### src/rtl/inst_fetch_unit_pkg.sv
// Shared types and constants for the instruction fetch unit.
package ifu_pkg;

  typedef enum logic [1:0] {
    ST_IDLE = 2'd0,
    ST_REQ  = 2'd1,
    ST_HOLD = 2'd2
  } ifu_state_e;

  localparam logic [31:0] NOP              = 32'h0000_0000;
  localparam logic [31:0] DEFAULT_RESET_PC = 32'h0000_0000;

endpackage

### src/rtl/inst_fetch_unit_next_pc_calc.sv
// Combinational next-PC selection for a retiring instruction: jump, taken branch or fall-through.
module next_pc_calc (
  input  logic [31:0] inst_pc,
  input  logic        jump,
  input  logic [25:0] jump_target,
  input  logic        branch,
  input  logic [15:0] branch_offset,
  output logic [31:0] next_pc
);

  logic        [31:0] p4;
  logic signed [31:0] branch_disp;

  assign p4 = inst_pc + 32'd4;

  // Word offset sign-extended and scaled to bytes in one step.
  assign branch_disp = {{14{branch_offset[15]}}, branch_offset, 2'b00};

  always_comb begin
    next_pc = p4;
    if (jump) begin
      next_pc = {p4[31:28], jump_target, 2'b00};
    end else if (branch) begin
      next_pc = p4 + $unsigned(branch_disp);
    end
  end

endmodule

### src/rtl/inst_fetch_unit.sv
// Instruction fetch stage: owns the PC, fetches over req/ack, holds the word until the core retires it.
module inst_fetch_unit
  import ifu_pkg::*;
#(
  parameter logic [31:0] RESET_PC = DEFAULT_RESET_PC
) (
  input  logic        clk,
  input  logic        rst,
  input  logic        fetch_en,
  output logic        imem_req,
  output logic [31:0] imem_addr,
  input  logic        imem_ack,
  input  logic [31:0] imem_rdata,
  output logic [31:0] inst,
  output logic        inst_valid,
  output logic [31:0] inst_pc,
  input  logic        inst_ready,
  input  logic        jump,
  input  logic [25:0] jump_target,
  input  logic        branch,
  input  logic [15:0] branch_offset,
  output logic [31:0] retired_count
);

  ifu_state_e  state;
  logic [31:0] pc;
  logic [31:0] next_pc;

  next_pc_calc u_next_pc_calc (
    .inst_pc       (inst_pc),
    .jump          (jump),
    .jump_target   (jump_target),
    .branch        (branch),
    .branch_offset (branch_offset),
    .next_pc       (next_pc)
  );

  // The PC register drives the address bus directly, so it is stable for the whole request.
  assign imem_addr = pc;

  always_ff @(posedge clk or posedge rst) begin
    if (rst) begin
      state         <= ST_IDLE;
      imem_req      <= 1'b0;
      pc            <= RESET_PC;
      inst          <= NOP;
      inst_valid    <= 1'b0;
      inst_pc       <= RESET_PC;
      retired_count <= '0;
    end else begin
      case (state)
        ST_IDLE: begin
          if (fetch_en) begin
            imem_req <= 1'b1;
            state    <= ST_REQ;
          end
        end
        ST_REQ: begin
          if (imem_ack) begin
            inst       <= imem_rdata;
            inst_pc    <= pc;
            inst_valid <= 1'b1;
            imem_req   <= 1'b0;
            state      <= ST_HOLD;
          end
        end
        ST_HOLD: begin
          if (inst_ready) begin
            inst_valid    <= 1'b0;
            pc            <= next_pc;
            retired_count <= retired_count + 32'd1;
            if (fetch_en) begin
              imem_req <= 1'b1;
              state    <= ST_REQ;
            end else begin
              state <= ST_IDLE;
            end
          end
        end
        default: begin
          imem_req <= 1'b0;
          state    <= ST_IDLE;
        end
      endcase
    end
  end

endmodule

### config.mk
export PLATFORM = sky130hd
export DESIGN_NAME = inst_fetch_unit
export DESIGN_NICKNAME = d
export VERILOG_FILES = /design/src/rtl/inst_fetch_unit_pkg.sv /design/src/rtl/inst_fetch_unit_next_pc_calc.sv /design/src/rtl/inst_fetch_unit.sv
export SDC_FILE = /design/constraint.sdc
export NUM_CORES = 1
export LEC_CHECK = 0
export ABC_AREA = 1
export CORE_ASPECT_RATIO = 2
export CORE_MARGIN = 5
export CORE_UTILIZATION = 40
export CTS_BUF_LIST = sky130_fd_sc_hd__clkbuf_4 sky130_fd_sc_hd__clkbuf_8
export CTS_CLUSTER_DIAMETER = 80
export CTS_CLUSTER_SIZE = 20
export DETAILED_ROUTE_END_ITERATION = 10
export DONT_BUFFER_PORTS = 1
export GPL_ROUTABILITY_DRIVEN = 1
export SLEW_MARGIN = 20
export SYNTH_ARGS = -nofsm -noshare
export SYNTH_HDL_FRONTEND = slang
export SYNTH_SLANG_ARGS = --single-unit
export TNS_END_PERCENT = 100
### constraint.sdc
create_clock -name clk -period 8.3 [get_ports clk]
set_input_delay 1.66 -clock clk [delete_from_list [all_inputs] [get_ports clk]]
set_output_delay 1.66 -clock clk [all_outputs]
set_load 0.1 [all_outputs]
==> results of run 1 <==
==> cells by family after synthesis <==
| kind of cell | after synthesis | share of synthesized area (%) |
|---|---|---|
| flops | 132 | 35.8 |
| fa+ha+maj | 39 | 5.37 |
| buf+inv | 231 | 9.55 |
| compound gates | 113 | 6.68 |
| simple gates | 691 | 33.4 |
| mux | 35 | 4.28 |
| xor+xnor | 50 | 4.91 |
==> final cells by class <==
| class | count | area (um^2) |
|---|---|---|
| sequential | 132 | 3300 |
| timing repair buffer | 14 | 125 |
| multi-input combinational | 928 | 5040 |
| clock buffer | 18 | 248 |
| inverter | 206 | 778 |
| clock inverter | 14 | 104 |
| tap | 280 | 350 |
| fill | 2378 | 12800 |
==> layout by cell type, fill, tap and decap left out, types with 2 or more instances in the layout <==
cell,Yosys,final
o22ai_1,4,4
nor3_4,2,2
buf_4,0,13
clkinv_2,0,4
o21bai_1,4,4
dfrtp_1,132,132
ha_1,38,38
nor4_1,2,2
inv_2,7,7
inv_1,199,198
xor2_1,33,33
xnor2_1,15,15
mux2_2,35,35
clkinvlp_4,0,3
clkinv_4,0,4
inv_6,0,4
nor3_1,6,6
o21ai_1,7,7
nand3_1,81,81
nor3_2,3,3
nand3_2,5,5
nor2_4,13,13
clkbuf_8,0,18
nor2_1,137,137
nor2_2,5,5
nand2_4,3,4
nand4_1,18,18
and2_1,6,6
o21ai_0,40,40
nand3b_1,4,4
nand2_2,9,9
o211ai_1,4,4
nand2_1,390,389
a21oi_1,47,47
nand4_2,2,2
==> metal layers <==
metal	vias up	track usage [%]
li1	4065	-
met1	3897	22.3
met2	284	43.9
met3	103	6.49
met4	0	16.8
met5	-	0
==> registers in the layout, summed over array words and instances (netlist names) <==
| name | cells |
|---|---|
| imem_addr | 32 |
| inst | 32 |
| inst_pc | 32 |
| retired_count | 32 |
| state | 2 |
| imem_req | 1 |
| inst_valid | 1 |
==> final timing paths <==
path | from | to
setup / recovery | inst_pc[17] | imem_addr[22]
hold / removal | state[0] | imem_req
setup reg to reg | inst_pc[17] | imem_addr[22]
hold reg to reg | state[0] | imem_req
max in group asynchronous | rst | inst[21]
min in group asynchronous | rst | inst_pc[11]
==> per-stage QoR <==
step / hold slack, ps / std cells / utilization, % / worst slack, ps / area [um^2]
4_1_cts: 503 / 1591 / 43.6 / 4020 / 9920
6_report: 498 / 1592 / 43.8 / 3960 / 9950
3_5_place_dp: 505 / 1559 / 42.1 / 4020 / 9570
2_1_floorplan: 464 / 1291 / - / 3110 / 9220
3_3_place_gp: 483 / 1559 / 42.1 / 4020 / 9570
5_1_grt: 521 / 1592 / 43.8 / 3850 / 9950
==> metrics.md, run 1 <==
| Metric | Value |
|---|---|
| Most frequent cell after synthesis | nand2_1 |
| MaxCap Viol Count | 0 |
| Ys flop type | dfrtp_1 |
| Clock slew at reported path FFs | 90 ps |
| WL/cell | 20.0 um |
| Met3 routed WL | 1960 um |
| CP Depth | 18 |
| Sequential area share after synthesis | 35.8% |
| ANT nets after route | 0 |
| Drt drc | 0 |
| Die area | 26400 um^2 |
| Crit Path Class | register to register |
| Cell taking the most area after synthesis | dfrtp_1 |
| Post-CTS sizing | 0 |
| Vias in the first global route | 8529 |
| Outcome | completed |
| Mean post-synth cell area | 7.14 um^2 |
| Num ports | 211 |
| WL final | 31800 um |
| Critical Path Sink Type | register |
| TritonRoute pass-1 iters | 5 |
| Total clock sinks | 132 |
| Tcrit/Tclk final | 52.2% |
| Congestion Overflow GR | 0 |
| Setup_tns | 0 ps |
| Htree depth | 4 |
| Post-Syn Instances | 1291 |
| Final Hold Viols | 0 |
| Share of layout cells above drive strength 1 | 10.6% |
| Clock latency on the worst-skew pair | 470 ps |
| CP Cell Sequence | nand2_1 > nor2_1 > nand2_1 > nor2_1 > nand2_1 > xor2_1 > ha_1 > nand2_1 > nor2_1 > inv_1 > nor2_1 > nand3_1 > nand3_1 > nand2_1 > nand3_1 > nand3_1 > nand2_1 > nand2_1 |
| Ys async rst share | 100% |
| First DRT Iteration DRCs | 499 |
| Unrepaired setup endpoints after global routing | no |
| Hold Path Stages | 1 |
| Synth cell count leaders | 390 x nand2_1, 199 x inv_1, 137 x nor2_1, 132 x dfrtp_1, 81 x nand3_1 |
| Final setup fails | 0 |
| Core box area | 22700 um^2 |
| Worst R2R Path Depth | 18 |
| Area contributors post-synth | dfrtp_1 36%, nand2_1 16%, inv_1 8.1%, nor2_1 5.6%, ha_1 5.2% |
| Post-CTS Setup Bufs | 0 |
| Max Buffers Root-to-Sink | 2 |
| Largest net degree at the start of global routing | 76 |
| Highest clock rate | 0.231 GHz |
| DR top layer | met4 |
| Post-synthesis register bit count | 132 |
| Tightest Pin Transition | 1130 ps |
| Largest delay share family, worst path | simple AND/OR/NAND/NOR gates |
| Post-CTS Hold Buffers | 0 |
| Fin crit period | 4340 ps |
| YS warnings | 0 |
| Via/cell ratio | 5.24 |
| Final HPWL DP | 25800 um |
| Rows | 78 |
| Max Slew Vio Count | 0 |
| IO buf count | 0 |
| EDFF count, synth | 0 |
| Final nets | 1419 |
| Num CTS Buffers | 17 |
| Synth-to-layout area growth | 7.94% |
| CP max stage delay | 1100 ps |
| Critical path peak fanout | 5 |
| GPL Wtd Cong | 0.980 |
| Gr usage total | 23.8% |
| Vias | 8349 |
| R2R setup slack | 3960 ps |
| Worst Setup Start Kind | register |
| Cell variety after synth | 47 |
| Chip Height | 225 um |
| Slowest stage cell, crit path | dfrtp_1 |
| CP required | 8670 ps |
| Inserted Diodes | 0 |
| Fin Clk Skew | 15.2 ps |
| Die Span X | 117 um |
| WL met2 | 17100 um |
| First-pass GRT wire length | 47700 um |
| Initial Util | 40.5% |
| Root buffer cell | clkbuf_8 |
| Area share of the largest cell type after synthesis | 35.8% |
| CP dominant cell by count | nand2_1 |
| Post-Syn Nets | 1411 |
| Cell area after synthesis | 9220 um^2 |
| Met1 WL | 10400 um |
| TritonCTS clock tree | done |
| Relative slew slack | 24.5% |
| Min-delay worst type | register to register |
| Worst EP arrival | 4700 ps |
| Initial antenna violation count | 0 |
| CP bufs+invs | 1 |
Power of run 1 is not shown: default switching activity piles up to over one toggle a cycle in this logic, so the estimate is an artifact.
==> run 2: changes to the inputs <==
==> constraint.sdc (replaced) <==
create_clock -name clk -period 4.5 [get_ports clk]
set_input_delay 0.9 -clock clk [delete_from_list [all_inputs] [get_ports clk]]
set_output_delay 0.9 -clock clk [all_outputs]
set_load 0.1 [all_outputs]
==> metrics.md, run 2 (same netlist as run 1, synthesis figures left out) <==
| Metric | Value |
|---|---|
| Tightest Pin Transition | 1060 ps (was 1130 ps) |
| CP required | 4830 ps (was 8670 ps) |
| Via/cell ratio | 5.19 (was 5.24) |
| Final nets | 1441 (was 1419) |
| CP dominant cell by count | nand2_1 (unchanged) |
| Outcome | completed (unchanged) |
| WL/cell | 19.6 um (was 20.0 um) |
| Clock slew at reported path FFs | 80 ps (was 90 ps) |
| Initial antenna violation count | 0 (unchanged) |
| Vias | 8380 (was 8349) |
| Hold Startpoint | state[0] (unchanged) |
| Drt drc | 0 (unchanged) |
| Largest delay share family, worst path | simple AND/OR/NAND/NOR gates (unchanged) |
| CP bufs+invs | 2 (was 1) |
| Most frequent cells in the layout | 389 x nand2_1, 198 x inv_1, 137 x nor2_1 (unchanged) |
| Die Span X | 117 um (unchanged) |
| Commonest non-fill, non-tap cell in the layout | nand2_1 (unchanged) |
| Rows | 78 (unchanged) |
| Num ports | 211 (unchanged) |
| Congestion Overflow GR | 0 (unchanged) |
| Share of layout cells above drive strength 1 | 12.1% (was 10.6%) |
| ANT nets after route | 0 (unchanged) |
| CP max stage delay | 370 ps (was 1100 ps) |
| Unrepaired setup endpoints after global routing | no (unchanged) |
| Setup_tns | 0 ps (unchanged) |
| IO buf count | 0 (unchanged) |
| MaxCap Viol Count | 0 (unchanged) |
| Slowest stage cell, crit path | ha_1 (was dfrtp_1) |
| Fin Clk Skew | 17.3 ps (was 15.2 ps) |
| Gr usage total | 23.9% (was 23.8%) |
| Max Buffers Root-to-Sink | 2 (unchanged) |
| Post-CTS Setup Bufs | 0 (unchanged) |
| Min-delay worst type | register to register (unchanged) |
| Fin crit period | 3690 ps (was 4340 ps) |
| Crit Path Class | register to register (unchanged) |
| Clock latency on the worst-skew pair | 450 ps (was 470 ps) |
| First-pass GRT wire length | 48500 um (was 47700 um) |
| Htree depth | 4 (unchanged) |
| Max Slew Vio Count | 0 (unchanged) |
| Final Hold Viols | 0 (unchanged) |
| Largest net degree at the start of global routing | 106 (was 76) |
| Setup crit start | inst_pc[15] (was inst_pc[17]) |
| Relative slew slack | 29.3% (was 24.5%) |
| GPL Wtd Cong | 1.03 (was 0.980) |
| Chip Height | 225 um (unchanged) |
| Worst EP arrival | 4030 ps (was 4700 ps) |
| Final HPWL DP | 26000 um (was 25800 um) |
| Tcrit/Tclk final | 82.1% (was 52.2%) |
| Post-CTS sizing | 0 (unchanged) |
| Die area | 26400 um^2 (unchanged) |
| Post-CTS Hold Buffers | 0 (unchanged) |
| Critical path peak fanout | 4 (was 5) |
| WL final | 31700 um (was 31800 um) |
| TritonRoute pass-1 iters | 5 (unchanged) |
| Final setup fails | 0 (unchanged) |
| Total clock sinks | 132 (unchanged) |
| CP Cell Sequence | buf_4 > nand2_1 > nor2_1 > nand2_1 > nor2_1 > nand2_1 > xor2_1 > ha_1 > nand2_1 > nor2_1 > inv_1 > nor2_1 > nand3_1 > nand3_1 > nand2_1 > nand3_1 > nand3_1 > nand2_1 > nand2_1 (was nand2_1 > nor2_1 > nand2_1 > nor2_1 > nand2_1 > xor2_1 > ha_1 > nand2_1 > nor2_1 > inv_1 > nor2_1 > nand3_1 > nand3_1 > nand2_1 > nand3_1 > nand3_1 > nand2_1 > nand2_1) |
| Core box area | 22700 um^2 (unchanged) |
| Num CTS Buffers | 17 (unchanged) |
| RR Startpoint | inst_pc[15] (was inst_pc[17]) |
| Root buffer cell | clkbuf_8 (unchanged) |
| Critical Path Sink Type | register (unchanged) |
| Synth-to-layout area growth | 10.3% (was 7.94%) |
| Vias in the first global route | 8620 (was 8529) |
| Highest clock rate | 0.271 GHz (was 0.231 GHz) |
| TritonCTS clock tree | done (unchanged) |
| First DRT Iteration DRCs | 527 (was 499) |
| Initial Util | 40.5% (unchanged) |
| Worst Setup Start Kind | register (unchanged) |
run 2: changes by cell type in the layout (fill, tap and decap cells not counted), sizes merged:
| cell | change |
|---|---|
| diode | +1 |
| clkinvlp | -1 |
| bufinv | +3 |
| clkinv | -2 |
| buf | +22 |
run 2: area by class of cell:
class                           instances  area [um^2]
Fill cell                            2335        12600
Multi-Input combinational cell        928         5040
Sequential cell                       132         3300
Inverter                              206          778
Tap cell                              280          350
Timing Repair Buffer                   36          270
Clock buffer                           18          248
Clock inverter                         14          176
Antenna cell                            1         2.50
run 2: per-stage QoR:
stage	hold slack, ps	utilization, %	cells	instance area [um^2]	setup slack (ps)
floorplan	464	-	1291	9220	74.0
global route	549	44.7	1614	10200	622
global placement	482	42.9	1582	9740	847
finish	515	44.7	1615	10200	806
detailed placement	506	42.9	1582	9740	888
CTS	530	44.7	1614	10200	852
run 2: worst paths after layout:
check / end / slack, ps / cells past startpoint
worst min register to register: imem_req / 520 / 1
min in group asynchronous: state[0] / 540 / 1
worst max-delay path: imem_addr[22] / 810 / 19
worst min-delay path: imem_req / 520 / 1
max in group asynchronous: inst[19] / 2980 / 2
worst max register to register: imem_addr[22] / 810 / 19
run 2: worst reg2reg max path, delay by kind of cell, from the launching register on:
| family | cells | cell delay, ps |
|---|---|---|
| xor gates and xnor gates | 1 | 240 |
| buffers and inverters | 2 | 460 |
| and+or+nand+nor | 15 | 2220 |
| adders and majority gates | 1 | 370 |
| DFF | 1 | 320 |
run 2: routing by layer:
| layer | global-route usage [%] | wire, um |
|---|---|---|
| met1 | 22.2 | 10600 |
| met2 | 44.8 | 17100 |
| met3 | 6.39 | 1830 |
| met4 | 15.6 | 2210 |
| met5 | 0 | 0 |
Power of run 2 is left out for the same reason.
==> run 3: changes to the inputs <==
==> constraint.sdc (replaced) <==
create_clock -name clk -period 3.4 [get_ports clk]
set_input_delay 0.68 -clock clk [delete_from_list [all_inputs] [get_ports clk]]
set_output_delay 0.68 -clock clk [all_outputs]
set_load 0.1 [all_outputs]
==> metrics.md, run 3 (same netlist as run 1, synthesis figures left out) <==
| Metric | Value |
|---|---|
| Outcome | completed (unchanged) |
| Share of layout cells above drive strength 1 | 15.2% (was 12.1%) |
| Crit Path Class | register to register (unchanged) |
| First DRT Iteration DRCs | 413 (was 527) |
| Critical path peak fanout | 5 (was 4) |
| Drt drc | 0 (unchanged) |
| Fin area | 10500 um^2 (was 10200 um^2) |
| Chip Height | 225 um (unchanged) |
| Initial Util | 40.5% (unchanged) |
| Clock latency on the worst-skew pair | 440 ps (was 450 ps) |
| Congestion Overflow GR | 0 (unchanged) |
| MaxCap Viol Count | 0 (unchanged) |
| Final HPWL DP | 26400 um (was 26000 um) |
| Worst EP arrival | 3630 ps (was 4030 ps) |
| Vias | 8627 (was 8380) |
| Rows | 78 (unchanged) |
| Fillers | 2364 (was 2335) |
| Vias in the first global route | 8936 (was 8620) |
| Fin Clk Skew | 17.8 ps (was 17.3 ps) |
| Placed instance count | 1627 (was 1582) |
| Worst hold margin | 338 ps (was 515 ps) |
| Initial antenna violation count | 0 (unchanged) |
| GPL Wtd Cong | 1.06 (was 1.03) |
| TritonRoute pass-1 iters | 6 (was 5) |
| Gr usage total | 24.4% (was 23.9%) |
| Final nets | 1486 (was 1441) |
| Max Buffers Root-to-Sink | 2 (unchanged) |
| Area occupied by multi-input gates | 5050 um^2 (was 5040 um^2) |
| First-pass GRT wire length | 49700 um (was 48500 um) |
| Worst Setup Start Kind | register (unchanged) |
| Final setup fails | 0 (unchanged) |
| ANT nets after route | 0 (unchanged) |
| Finished Layout Cells | 1659 (was 1615) |
| Relative slew slack | 28.0% (was 29.3%) |
| WL final | 32300 um (was 31700 um) |
| CP required | 3770 ps (was 4830 ps) |
| Num ports | 211 (unchanged) |
| Die Span X | 117 um (unchanged) |
| Largest net degree at the start of global routing | 133 (was 106) |
| Htree depth | 4 (unchanged) |
| IO buf count | 0 (unchanged) |
| Most frequent cells in the layout | 389 x nand2_1, 198 x inv_1, 135 x nor2_1 (was 389 x nand2_1, 198 x inv_1, 137 x nor2_1) |
| Num CTS Buffers | 17 (unchanged) |
| Core box area | 22700 um^2 (unchanged) |
| Total clock sinks | 132 (unchanged) |
| Via/cell ratio | 5.20 (was 5.19) |
| Min-delay worst type | input port to asynchronous set/reset pin (was register to register) |
| Critical Path Sink Type | register (unchanged) |
| Fin crit period | 3270 ps (was 3690 ps) |
| Commonest non-fill, non-tap cell in the layout | nand2_1 (unchanged) |
| Synth-to-layout area growth | 14.1% (was 10.3%) |
| TritonCTS clock tree | done (unchanged) |
| Die area | 26400 um^2 (unchanged) |
| Reg area | 3300 um^2 (unchanged) |
| Unrepaired setup endpoints after global routing | no (unchanged) |
| Post-CTS Hold Buffers | 0 (unchanged) |
| Final Hold Viols | 0 (unchanged) |
| Max Slew Vio Count | 0 (unchanged) |
| Inserted Diodes | 0 (was 1) |
| Tcrit/Tclk final | 96.0% (was 82.1%) |
| WL/cell | 19.5 um (was 19.6 um) |
| Tightest Pin Transition | 1080 ps (was 1060 ps) |
| Clock slew at reported path FFs | 80 ps (about the same) |
| Highest clock rate | 0.306 GHz (was 0.271 GHz) |
| Placed instance area | 10100 um^2 (was 9740 um^2) |
| Root buffer cell | clkbuf_8 (unchanged) |
| Setup_tns | 0 ps (unchanged) |
==> run 3: per-stage QoR <==
step | utilization, % | setup slack, ps
detailed placement | 44.4 | 177
global placement | 44.4 | 167
finish | 46.3 | 134
CTS | 46.2 | 148
global route | 46.3 | 15.2
floorplan | - | 133
==> run 3: worst paths after layout <==
kind                           startpoint                end  slack, ps  cells after the start
setup / recovery              inst_pc[23]      imem_addr[28]        130                     16
min in group clk           imem_rdata[25]           inst[25]        390                      1
setup reg to reg              inst_pc[23]      imem_addr[28]        130                     16
max in group asynchronous             rst        inst_pc[28]       2570                      2
hold reg to reg                  state[0]           imem_req        500                      1
hold / removal                        rst  retired_count[27]        340                      2
==> run 3: critical path, stage by stage, from the launching register on <==
cell and delay [ps]:
dfrtp_1 490, nand2_1 170, nor2_1 330, nand2_1 150, nor2_2 210, nand3_1 130
and2_1 190, ha_1 320, inv_1 90, o21bai_1 140, nor2_1 190, nand2_1 70
a21oi_1 300, nand2_1 90, nand2_1 70, nand3_1 110, a21boi_2 140
==> run 3: area by class of cell <==
type	count	share of cell area [%]
well taps	280	3.33
clock buffers	20	2.62
repair buffers	81	6.02
inverters	206	7.38
flip-flops and latches	132	31.4
clock inverters	12	1.21
multi-input cells	928	48.0
==> run 3: routing by layer <==
layer | track usage, % | routed length, um
met1 | 22.9 | 10800
met2 | 45.7 | 17300
met3 | 5.84 | 1780
met4 | 16.8 | 2470
met5 | 0 | 0
==> run 3: what timing repair did <==
item,4_1_cts,5_1_grt
buffers inserted,0,0
setup endpoints to repair,0,5
resized for setup,0,4
endpoints found under the hold margin,0,0
Power of run 3 is left out for the same reason.
